--- config.mk ---
export PLATFORM = sky130hd
export DESIGN_NAME = lsu_mem_stage_flat
export DESIGN_NICKNAME = d
export VERILOG_FILES = /design/src/rtl/lsu_mem_stage_if.sv /design/src/rtl/lsu_mem_stage.sv /design/src/flat_wrapper.sv
export SDC_FILE = /design/constraint.sdc
export NUM_CORES = 1
export LEC_CHECK = 0
export CAP_MARGIN = 20
export CORE_MARGIN = 2
export CORE_UTILIZATION = 33
export DETAILED_ROUTE_END_ITERATION = 8
export PLACE_DENSITY = 0.87
export SLEW_MARGIN = 20
export SYNTH_ARGS = -nofsm -noshare
export SYNTH_HDL_FRONTEND = slang
export SYNTH_SLANG_ARGS = --single-unit
export TNS_END_PERCENT = 100
--- constraint.sdc ---
create_clock -name clk -period 2 [get_ports clk]
set_input_delay 0.4 -clock clk [delete_from_list [all_inputs] [get_ports clk]]
set_output_delay 0.4 -clock clk [all_outputs]
set_load 0.1 [all_outputs]
--- src/rtl/lsu_mem_stage_if.sv ---
// Valid/ready data-memory bus between the LSU (master) and data memory (slave).
// The request channel carries byte enables; load data returns on a separate response strobe.
interface lsu_mem_stage_if;
  logic        mem_req_valid;
  logic        mem_req_ready;
  logic        mem_we;
  logic [31:0] mem_addr;
  logic [31:0] mem_wdata;
  logic [3:0]  mem_be;
  logic        mem_rsp_valid;
  logic [31:0] mem_rdata;

  modport master (
    output mem_req_valid, mem_we, mem_addr, mem_wdata, mem_be,
    input  mem_req_ready, mem_rsp_valid, mem_rdata
  );

  modport slave (
    input  mem_req_valid, mem_we, mem_addr, mem_wdata, mem_be,
    output mem_req_ready, mem_rsp_valid, mem_rdata
  );
endinterface

--- src/rtl/lsu_mem_stage.sv ---
// RV32I memory-access stage: issues loads/stores on the data bus, stalls the pipeline
// while an access is outstanding and extends load data for MEM/WB.
module lsu_mem_stage #(
  parameter int TIMEOUT_CYCLES = 64,
  parameter int CNT_W          = 7
) (
  input  logic                   clk,
  input  logic                   rst,
  input  logic [6:0]             instr_opcodeM,
  input  logic [2:0]             funct3M,
  input  logic [31:0]            ALUResultM,
  input  logic [31:0]            rdata2M,
  lsu_mem_stage_if.master        mem,
  output logic [31:0]            rdataM,
  output logic                   stallM,
  output logic                   misalignM,
  output logic                   timeoutM
);

  localparam logic [6:0] OP_LOAD  = 7'b0000011;
  localparam logic [6:0] OP_STORE = 7'b0100011;

  typedef enum logic [1:0] {IDLE, REQ, RSP, DONE} state_t;

  state_t           state;
  state_t           state_next;
  logic [CNT_W-1:0] cnt;

  logic        is_load;
  logic        is_store;
  logic        memop;
  logic        is_byte;
  logic        is_half;
  logic        aligned;
  logic [1:0]  offset;
  logic        issue;
  logic        misalign_hit;
  logic        accept;
  logic        rsp_hit;
  logic        in_wait;
  logic        wait_last;
  logic        timeout_hit;
  logic [31:0] shifted;
  logic [31:0] load_ext;

  // Access decode; funct3 100/101 only mean BU/HU on loads, anything unknown is a word.
  always_comb begin
    is_load  = (instr_opcodeM == OP_LOAD);
    is_store = (instr_opcodeM == OP_STORE);
    memop    = is_load || is_store;
    offset   = ALUResultM[1:0];
    is_byte  = (funct3M == 3'b000) || (is_load && (funct3M == 3'b100));
    is_half  = (funct3M == 3'b001) || (is_load && (funct3M == 3'b101));
    if (is_byte) begin
      aligned = 1'b1;
    end else if (is_half) begin
      aligned = !offset[0];
    end else begin
      aligned = (offset == 2'b00);
    end
  end

  always_comb begin
    shifted = mem.mem_rdata >> {offset, 3'b000};
    case (funct3M)
      3'b000:  load_ext = {{24{shifted[7]}}, shifted[7:0]};
      3'b001:  load_ext = {{16{shifted[15]}}, shifted[15:0]};
      3'b100:  load_ext = {24'd0, shifted[7:0]};
      3'b101:  load_ext = {16'd0, shifted[15:0]};
      default: load_ext = mem.mem_rdata;
    endcase
  end

  // Per-state events; a completing access on the last budget cycle wins over the timeout.
  always_comb begin
    issue        = 1'b0;
    misalign_hit = 1'b0;
    accept       = 1'b0;
    rsp_hit      = 1'b0;
    case (state)
      IDLE: begin
        issue        = memop && aligned;
        misalign_hit = memop && !aligned;
      end
      REQ:     accept  = mem.mem_req_ready;
      RSP:     rsp_hit = mem.mem_rsp_valid;
      default: ;
    endcase
    in_wait     = (state == REQ) || (state == RSP);
    wait_last   = in_wait && (cnt == CNT_W'(TIMEOUT_CYCLES - 1));
    timeout_hit = wait_last && !rsp_hit && !(accept && is_store);
  end

  always_ff @(posedge clk) begin
    if (rst) begin
      state <= IDLE;
    end else begin
      state <= state_next;
    end
  end

  always_comb begin
    state_next = state;
    case (state)
      IDLE: begin
        if (issue) begin
          if (mem.mem_req_ready) begin
            state_next = is_store ? DONE : RSP;
          end else begin
            state_next = REQ;
          end
        end
      end
      REQ: begin
        if (accept) begin
          state_next = is_store ? DONE : RSP;
        end
      end
      RSP: begin
        if (rsp_hit) begin
          state_next = DONE;
        end
      end
      DONE:    state_next = IDLE;
      default: state_next = IDLE;
    endcase
    if (timeout_hit) begin
      state_next = DONE;
    end
  end

  // Bus payload is only driven while a request is presented; idle bus stays all-zero.
  always_comb begin
    mem.mem_req_valid = 1'b0;
    mem.mem_we        = 1'b0;
    mem.mem_addr      = 32'd0;
    mem.mem_wdata     = 32'd0;
    mem.mem_be        = 4'b0000;
    stallM            = 1'b0;
    if (!rst) begin
      mem.mem_req_valid = issue || (state == REQ);
      stallM            = issue || in_wait;
    end
    if (mem.mem_req_valid) begin
      mem.mem_we   = is_store;
      mem.mem_addr = {ALUResultM[31:2], 2'b00};
      if (!is_store) begin
        mem.mem_be = 4'b1111;
      end else if (is_byte) begin
        mem.mem_wdata = {4{rdata2M[7:0]}};
        mem.mem_be    = 4'b0001 << offset;
      end else if (is_half) begin
        mem.mem_wdata = {2{rdata2M[15:0]}};
        mem.mem_be    = offset[1] ? 4'b1100 : 4'b0011;
      end else begin
        mem.mem_wdata = rdata2M;
        mem.mem_be    = 4'b1111;
      end
    end
  end

  // Timeout budget, load result and the two event pulses.
  always_ff @(posedge clk) begin
    if (rst) begin
      cnt       <= '0;
      rdataM    <= 32'd0;
      misalignM <= 1'b0;
      timeoutM  <= 1'b0;
    end else begin
      misalignM <= misalign_hit;
      timeoutM  <= timeout_hit;
      if (state == IDLE) begin
        cnt <= '0;
      end else if (in_wait) begin
        cnt <= cnt + CNT_W'(1);
      end
      if (rsp_hit) begin
        rdataM <= load_ext;
      end else if (timeout_hit || misalign_hit) begin
        rdataM <= 32'd0;
      end
    end
  end

endmodule

--- src/flat_wrapper.sv ---
// flat-port wrapper written by rule: the top's interface ports become plain ports
module lsu_mem_stage_flat 
#(
  parameter int TIMEOUT_CYCLES = 64,
  parameter int CNT_W          = 7
)
  (clk, rst, instr_opcodeM, funct3M, ALUResultM, rdata2M, rdataM, stallM, misalignM, timeoutM, mem_mem_req_valid, mem_mem_we, mem_mem_addr, mem_mem_wdata, mem_mem_be, mem_mem_req_ready, mem_mem_rsp_valid, mem_mem_rdata);
  lsu_mem_stage_if mem_i ();
  input  logic clk;
  input  logic rst;
  input  logic [6:0] instr_opcodeM;
  input  logic [2:0] funct3M;
  input  logic [31:0] ALUResultM;
  input  logic [31:0] rdata2M;
  output logic [31:0] rdataM;
  output logic stallM;
  output logic misalignM;
  output logic timeoutM;
  output wire logic [$bits(mem_i.mem_req_valid)-1:0] mem_mem_req_valid;
  output wire logic [$bits(mem_i.mem_we)-1:0] mem_mem_we;
  output wire logic [$bits(mem_i.mem_addr)-1:0] mem_mem_addr;
  output wire logic [$bits(mem_i.mem_wdata)-1:0] mem_mem_wdata;
  output wire logic [$bits(mem_i.mem_be)-1:0] mem_mem_be;
  input wire logic [$bits(mem_i.mem_req_ready)-1:0] mem_mem_req_ready;
  input wire logic [$bits(mem_i.mem_rsp_valid)-1:0] mem_mem_rsp_valid;
  input wire logic [$bits(mem_i.mem_rdata)-1:0] mem_mem_rdata;
  assign mem_mem_req_valid = mem_i.mem_req_valid;
  assign mem_mem_we = mem_i.mem_we;
  assign mem_mem_addr = mem_i.mem_addr;
  assign mem_mem_wdata = mem_i.mem_wdata;
  assign mem_mem_be = mem_i.mem_be;
  assign mem_i.mem_req_ready = mem_mem_req_ready;
  assign mem_i.mem_rsp_valid = mem_mem_rsp_valid;
  assign mem_i.mem_rdata = mem_mem_rdata;
  lsu_mem_stage #(.TIMEOUT_CYCLES(TIMEOUT_CYCLES), .CNT_W(CNT_W)) u_core (.clk(clk), .rst(rst), .instr_opcodeM(instr_opcodeM), .funct3M(funct3M), .ALUResultM(ALUResultM), .rdata2M(rdata2M), .mem(mem_i), .rdataM(rdataM), .stallM(stallM), .misalignM(misalignM), .timeoutM(timeoutM));
endmodule
==> results of run 1 <==
[timing repair]
item,in CTS,in global routing
pin swaps,34,69
cloned,6,4
gates resized for setup,135,75
endpoints found under the setup margin,102,104
setup buffers,20,17
[cell type report]
cell class              instances  share of cell area [%]
clock inverters                 3                   0.845
multi-input cells             320                    37.2
repair buffers                316                    47.7
flip-flops and latches         43                    10.8
clock buffers                   5                   0.860
inverters                       8                   0.657
repair inverters                1                   0.203
well taps                     111                    1.74
[power groups by stage]
stage / Combinational, mW / Clock (mW) / Sequential (mW)
finish: 3.01 / 0.838 / 0.986
global route: 3.07 / 0.868 / 0.992
CTS: 2.67 / 0.828 / 0.974
detailed placement: 2.35 / 0 / 0.978
global placement: 2.30 / 0 / 0.975
floorplan: 1.09 / 0 / 1.33
[state kept, by name, indices dropped and copies added, names as in the netlist]
name / cells
u_core.state: 2
u_core.cnt: 7
u_core.rdataM: 32
u_core.timeoutM: 1
u_core.misalignM: 1
[cell usage after synthesis (4+ instances only)]
master / count / share of area [%]
nand2_1: 40 / 4.8
ha_1: 5 / 2.0
and2_1: 39 / 7.8
a21oi_1: 33 / 5.3
nor2_1: 44 / 5.3
mux2i_1: 32 / 10
a211oi_2: 4 / 1.6
buf_2: 7 / 1.1
o2bb2ai_1: 31 / 8.7
buf_6: 4 / 1.4
o21ai_0: 42 / 6.7
clkbuf_1: 14 / 1.7
buf_4: 4 / 0.96
dfxtp_1: 43 / 28
a211oi_1: 4 / 0.96
inv_1: 5 / 0.60
[cell families (layout without fill, tap and decap cells)]
kind of cell / after synthesis / in the layout / synth area share [%]
other: 1 / 2 / 0.120
flip-flops: 43 / 43 / 27.5
multiplexers: 33 / 33 / 11.0
XOR/XNOR: 4 / 4 / 1.12
buffers and inverters: 38 / 333 / 6.28
AO/OA/AOI/OAI: 128 / 128 / 28.2
AND/OR/NAND/NOR: 148 / 148 / 23.8
adder cells (fa/ha/maj): 5 / 5 / 2.00
[per-stage QoR]
| step | cell area (um^2) | utilization, % | setup TNS (ns) | setup WS (ns) | hold WS [ns] |
|---|---|---|---|---|---|
| 2_1_floorplan | 3500 | - | -34.05 | -0.867 | 0.448 |
| 3_5_place_dp | 6770 | 73.6 | -69.73 | -0.927 | 0.448 |
| 3_3_place_gp | 6770 | 73.6 | -63.21 | -0.871 | 0.448 |
| 5_1_grt | 8000 | 87.0 | -47.53 | -0.647 | 0.488 |
| 4_1_cts | 7590 | 82.5 | -30.66 | -0.452 | 0.477 |
| 6_report | 8000 | 87.0 | -42.61 | -0.598 | 0.478 |
[path summary, 6_finish.rpt]
| check | start | end | cells after the start |
|---|---|---|---|
| hold reg to reg | u_core.rdataM[3] | u_core.rdataM[3] | 1 |
| setup reg to reg | u_core.state[1] | u_core.state[0] | 10 |
| hold / removal | u_core.rdataM[3] | u_core.rdataM[3] | 1 |
| setup / recovery | funct3M[1] | mem_mem_wdata[21] | 10 |
[layer usage]
metal,up-vias,routed length (um)
met5,-,0
met4,0,1540
met3,112,1830
met2,370,10400
met1,2312,6720
li1,2021,-
[worst max-delay path: stages]
cell and delay [ns]:
buf_2 0.17, a221oi_4 0.31, o2111ai_4 0.16, a21o_1 0.25
inv_4 0.11, nand3_4 0.12, buf_12 0.18, buf_12 0.14
a21oi_4 0.14, buf_12 0.19
==> summary.txt, run 1 <==
commonest non-fill, non-tap cells in the layout: buf_4, clkdlybuf4s50_1, buf_12, o21ai_0, dfxtp_1
pin count of the biggest net entering global routing: 33
full die area: 0.0103 mm^2
I/O pin cnt: 215
port buffer count: 212
Int Power: 2.63 mW
storage element area: 863 um^2
Synth Warn #: 0
Mapped Cells: 400
Clk pwr share: 17.3%
Setup crit start kind: input port
Chip Width: 101 um
vias after detailed routing: 4815
Total Routed Length: 20.5 mm
clk slew on worst S/H paths: 0.08 ns
initial antenna violation count: 0
Cell Pwr Density: 604 mW/mm^2
DRT antenna net count: 0
Initial Util: 34.0%
multi-input combinational cell area: 0.00298 mm^2
CTS sink cnt: 43
FP Rows: 35
CTS buffer count: 5
CTS Buffer Depth: 2
gpl congestion: 0.877
Comb pwr share: 62.2%
Synth Area per Inst: 7.82 um^2
routed vias/inst: 5.97
RSZ-0062 raised after global routing: yes
commonest register cell after synthesis: dfxtp_1
global route overflow: 0
vias in the first global route: 4629
Filler Cells Inserted: 406
Root Buffer: clkbuf_8
Power Total: 4.83 mW
# setup viols final: 104
residual DRC count: 0
Placeable Area: 0.00920 mm^2
Async SR Flop Fraction: 0%
flops & latches, synth: 43
reg2reg setup slack: -0.30 ns
die height: 101 um
Cell Area, Synth: 0.00313 mm^2
Clock Skew: 0.00980 ns
worst rel slew slack: 66.7%
CP Data Arrival Time: 2.20 ns
final worst slack: -0.598 ns
status: finished, violations left
f_max: 385 MHz
Worst-Margin Slew: 0.486 ns
grt met3 use: 5.24%
Seq/Total Area, Yosys: 27.5%
first-pass detailed-route iteration total: 5
Slew Viols, Final: 0
EDFF count, synth: 0
layout cells sized above 1: 54.7%
Sequential Power Share: 20.4%
Synth cell types: 54
GR Util met1: 34.4%
commonest non-fill, non-tap cell in the layout: buf_4
P_leak: 3.22 nW
met2 usage in global routing: 58.6%
GRT Util Overall: 31.4%
Worst Setup End Kind: output pin
WP data required: 1.60 ns
violations in the final reports: negative setup slack
worst-skew pair later-pin latency: 0.31 ns
hold_buf cts: 0
Finished Layout Cells: 807
dpl cells: 759
max-cap violation count: 0
Sw Pwr: 2.19 mW
Final Hold Fails: 0
type of the worst setup path: in -> out
Layout Nets: 810
initial drt markers: 350
first-pass GRT wire length: 25.1 mm
number of diodes: 0
H-tree depth: 2
Crit Path Max Fanout: 6
CTS tree: done
switching share of total power: 45.5%
GRT busiest layer: met2
Peak VDD IR: 423 uV
crit path time final: 2.60 ns
area growth from synthesis to final layout: 156%
period utilisation layout: 130%
Hold WC Path Type: reg -> reg
HPWL after DPL: 11.5 mm
WL/cell: 25.4 um
Power figures use the tool's default switching activity.
==> inputs of run 2 (changes only) <==
Settings changed: GPL_ROUTABILITY_DRIVEN set to 0.
==> summary.txt, run 2 (synthesis results as in run 1) <==
status: finished, violations left
violations in the final reports: negative setup slack
P_leak: 3.14 nW (-2.5%)
Peak VDD IR: 444 uV (+5.0%)
HPWL after DPL: 11.6 mm (+0.59%)
Power Total: 4.62 mW (-4.4%)
WHS: 0.470 ns (-0.00804 ns)
commonest non-fill, non-tap cell in the layout: clkdlybuf4s50_1
Root Buffer: clkbuf_8
vias in the first global route: 4849 (+4.8%)
CTS Buffer Depth: 2 (unchanged)
full die area: 0.0103 mm^2 (unchanged)
initial drt markers: 424 (+21%)
Placeable Area: 0.00920 mm^2 (unchanged)
die height: 101 um (unchanged)
Finished Layout Cells: 801 (-0.74%)
pin count of the biggest net entering global routing: 33 (unchanged)
reg2reg setup slack: -0.22 ns (+0.08 ns)
residual DRC count: 0 (unchanged)
hold_buf cts: 0 (unchanged)
H-tree depth: 2 (unchanged)
type of the worst setup path: in -> out
Crit Path Max Fanout: 8 (+2)
Largest Register: u_core.rdataM
# setup viols final: 103 (-0.96%)
I/O pin cnt: 215 (unchanged)
worst-skew pair later-pin latency: 0.29 ns (-0.02 ns)
port buffer count: 212 (unchanged)
Worst R2R End: u_core.rdataM[7]
RSZ-0062 raised after global routing: yes
Worst-Margin Slew: 0.564 ns (+0.0774 ns)
Initial Util: 34.0% (unchanged)
Slew Viols, Final: 0 (unchanged)
worst rel slew slack: 62.1% (-4.5 points)
hold depth: 1 (unchanged)
DRT antenna net count: 0 (unchanged)
r2r worst-path depth: 11 (+1)
Layout Nets: 804 (-0.74%)
RR Startpoint: u_core.state[1]
WL/cell: 24.7 um (-2.8%)
CTS buffer count: 5 (unchanged)
setup TNS: -44.24 ns (-1.62 ns)
crit path time final: 2.65 ns (+0.0512 ns)
Hold WC Path Type: reg -> reg
Hold Startpoint: u_core.rdataM[28]
Total Routed Length: 19.8 mm (-3.5%)
global route overflow: 0 (unchanged)
Final Hold Fails: 0 (unchanged)
WP data required: 1.60 ns (about the same)
FP Rows: 35 (unchanged)
clk slew on worst S/H paths: 0.09 ns (about the same)
vias after detailed routing: 4751 (-1.3%)
CP Data Arrival Time: 2.25 ns (+0.05 ns)
Chip Width: 101 um (unchanged)
CTS tree: done
GRT Util Overall: 33.6% (+2.2 points)
final worst slack: -0.650 ns (-0.0512 ns)
max reg flops: 32 (unchanged)
first-pass GRT wire length: 26.9 mm (+7.2%)
f_max: 377 MHz (-1.9%)
Clock Skew: 0.0112 ns (+0.00143 ns)
area growth from synthesis to final layout: 149%
max-cap violation count: 0 (unchanged)
initial antenna violation count: 0 (unchanged)
sink of the worst hold path: u_core.rdataM[28]
layout cells sized above 1: 51.0% (-3.7 points)
number of diodes: 0 (unchanged)
first-pass detailed-route iteration total: 5 (unchanged)
CTS sink cnt: 43 (unchanged)
period utilisation layout: 132% (+2.6 points)
Setup crit start kind: input port
commonest non-fill, non-tap cells in the layout: clkdlybuf4s50_1, buf_4, buf_12, o21ai_0, dfxtp_1
routed vias/inst: 5.93 (-0.59%)
Cell Pwr Density: 592 mW/mm^2 (-1.9%)
Worst Setup End Kind: output pin
dpl cells: 760 (+0.13%)
biggest regs: u_core.rdataM x32, u_core.cnt x7, u_core.state x2
## run 2: cell types whose count changed in the layout (fill, tap and decap cells not counted), moves of 4 or more
| cell | change |
|---|---|
| nor2_4 | -8 |
| buf_4 | -5 |
| o2bb2ai_1 | +6 |
| nand2_4 | -5 |
| nor2_1 | +4 |
| nor2_2 | +4 |
## run 2: final cells by class
| type | instances | area [um^2] |
|---|---|---|
| Clock inverter | 2 | 35.0 |
| Clock buffer | 6 | 82.6 |
| Tap cell | 111 | 139 |
| Timing Repair inverter | 1 | 11.3 |
| Inverter | 8 | 45.0 |
| Fill cell | 467 | 1400 |
| Timing Repair Buffer | 310 | 3820 |
| Sequential cell | 43 | 863 |
| Multi-Input combinational cell | 320 | 2800 |
## run 2: layer usage
layer	part of all wire, %	track usage, %	wire length (um)	vias up
li1	-	-	-	2005
met5	0	0	0	-
met3	9.7	7.52	1930	118
met1	34	36.0	6640	2229
met2	50	60.5	9810	399
met4	7.2	19.5	1430	0
## run 2: power by group
part / leakage, nW / internal [mW] / total, mW / switching (mW)
Sequential: 0.348 / 0.925 / 0.978 / 0.0530
Clock: 0.0612 / 0.405 / 0.722 / 0.317
Combinational: 2.73 / 1.18 / 2.92 / 1.74
## run 2: metrics by stage
stage / instance area (um^2) / setup slack [ns] / utilization, %
global placement: 6800 / -0.865 / 73.9
floorplan: 3500 / -0.867 / -
finish: 7790 / -0.650 / 84.8
detailed placement: 6800 / -0.930 / 73.9
CTS: 7550 / -0.534 / 82.1
global route: 7790 / -0.674 / 84.8
## run 2: worst max-delay path by stage
stage	slack, ns	depth (start not counted)	to	from
after CTS	-0.53	10	mem_mem_wdata[26]	u_core.state[1]
after floorplan	-0.87	7	mem_mem_wdata[27]	instr_opcodeM[3]
after global routing	-0.67	10	mem_mem_wdata[22]	instr_opcodeM[3]
after detailed placement	-0.93	8	mem_mem_wdata[26]	instr_opcodeM[5]
after global placement	-0.87	8	mem_mem_wdata[28]	instr_opcodeM[5]
final	-0.65	9	mem_mem_wdata[26]	instr_opcodeM[3]
## run 2: critical path: stages
cell,delay (ns)
buf_6,0.11
and4bb_2,0.38
o2111ai_4,0.15
a21o_1,0.25
inv_2,0.12
nand3_4,0.15
buf_12,0.21
a211oi_4,0.25
buf_12,0.22
## run 2: repair_timing
item / CTS / global route
buffers inserted: 23 / 7
pin swaps: 55 / 19
setup endpoints to repair: 102 / 104
gates cloned: 7 / 3
gates resized for setup: 129 / 40
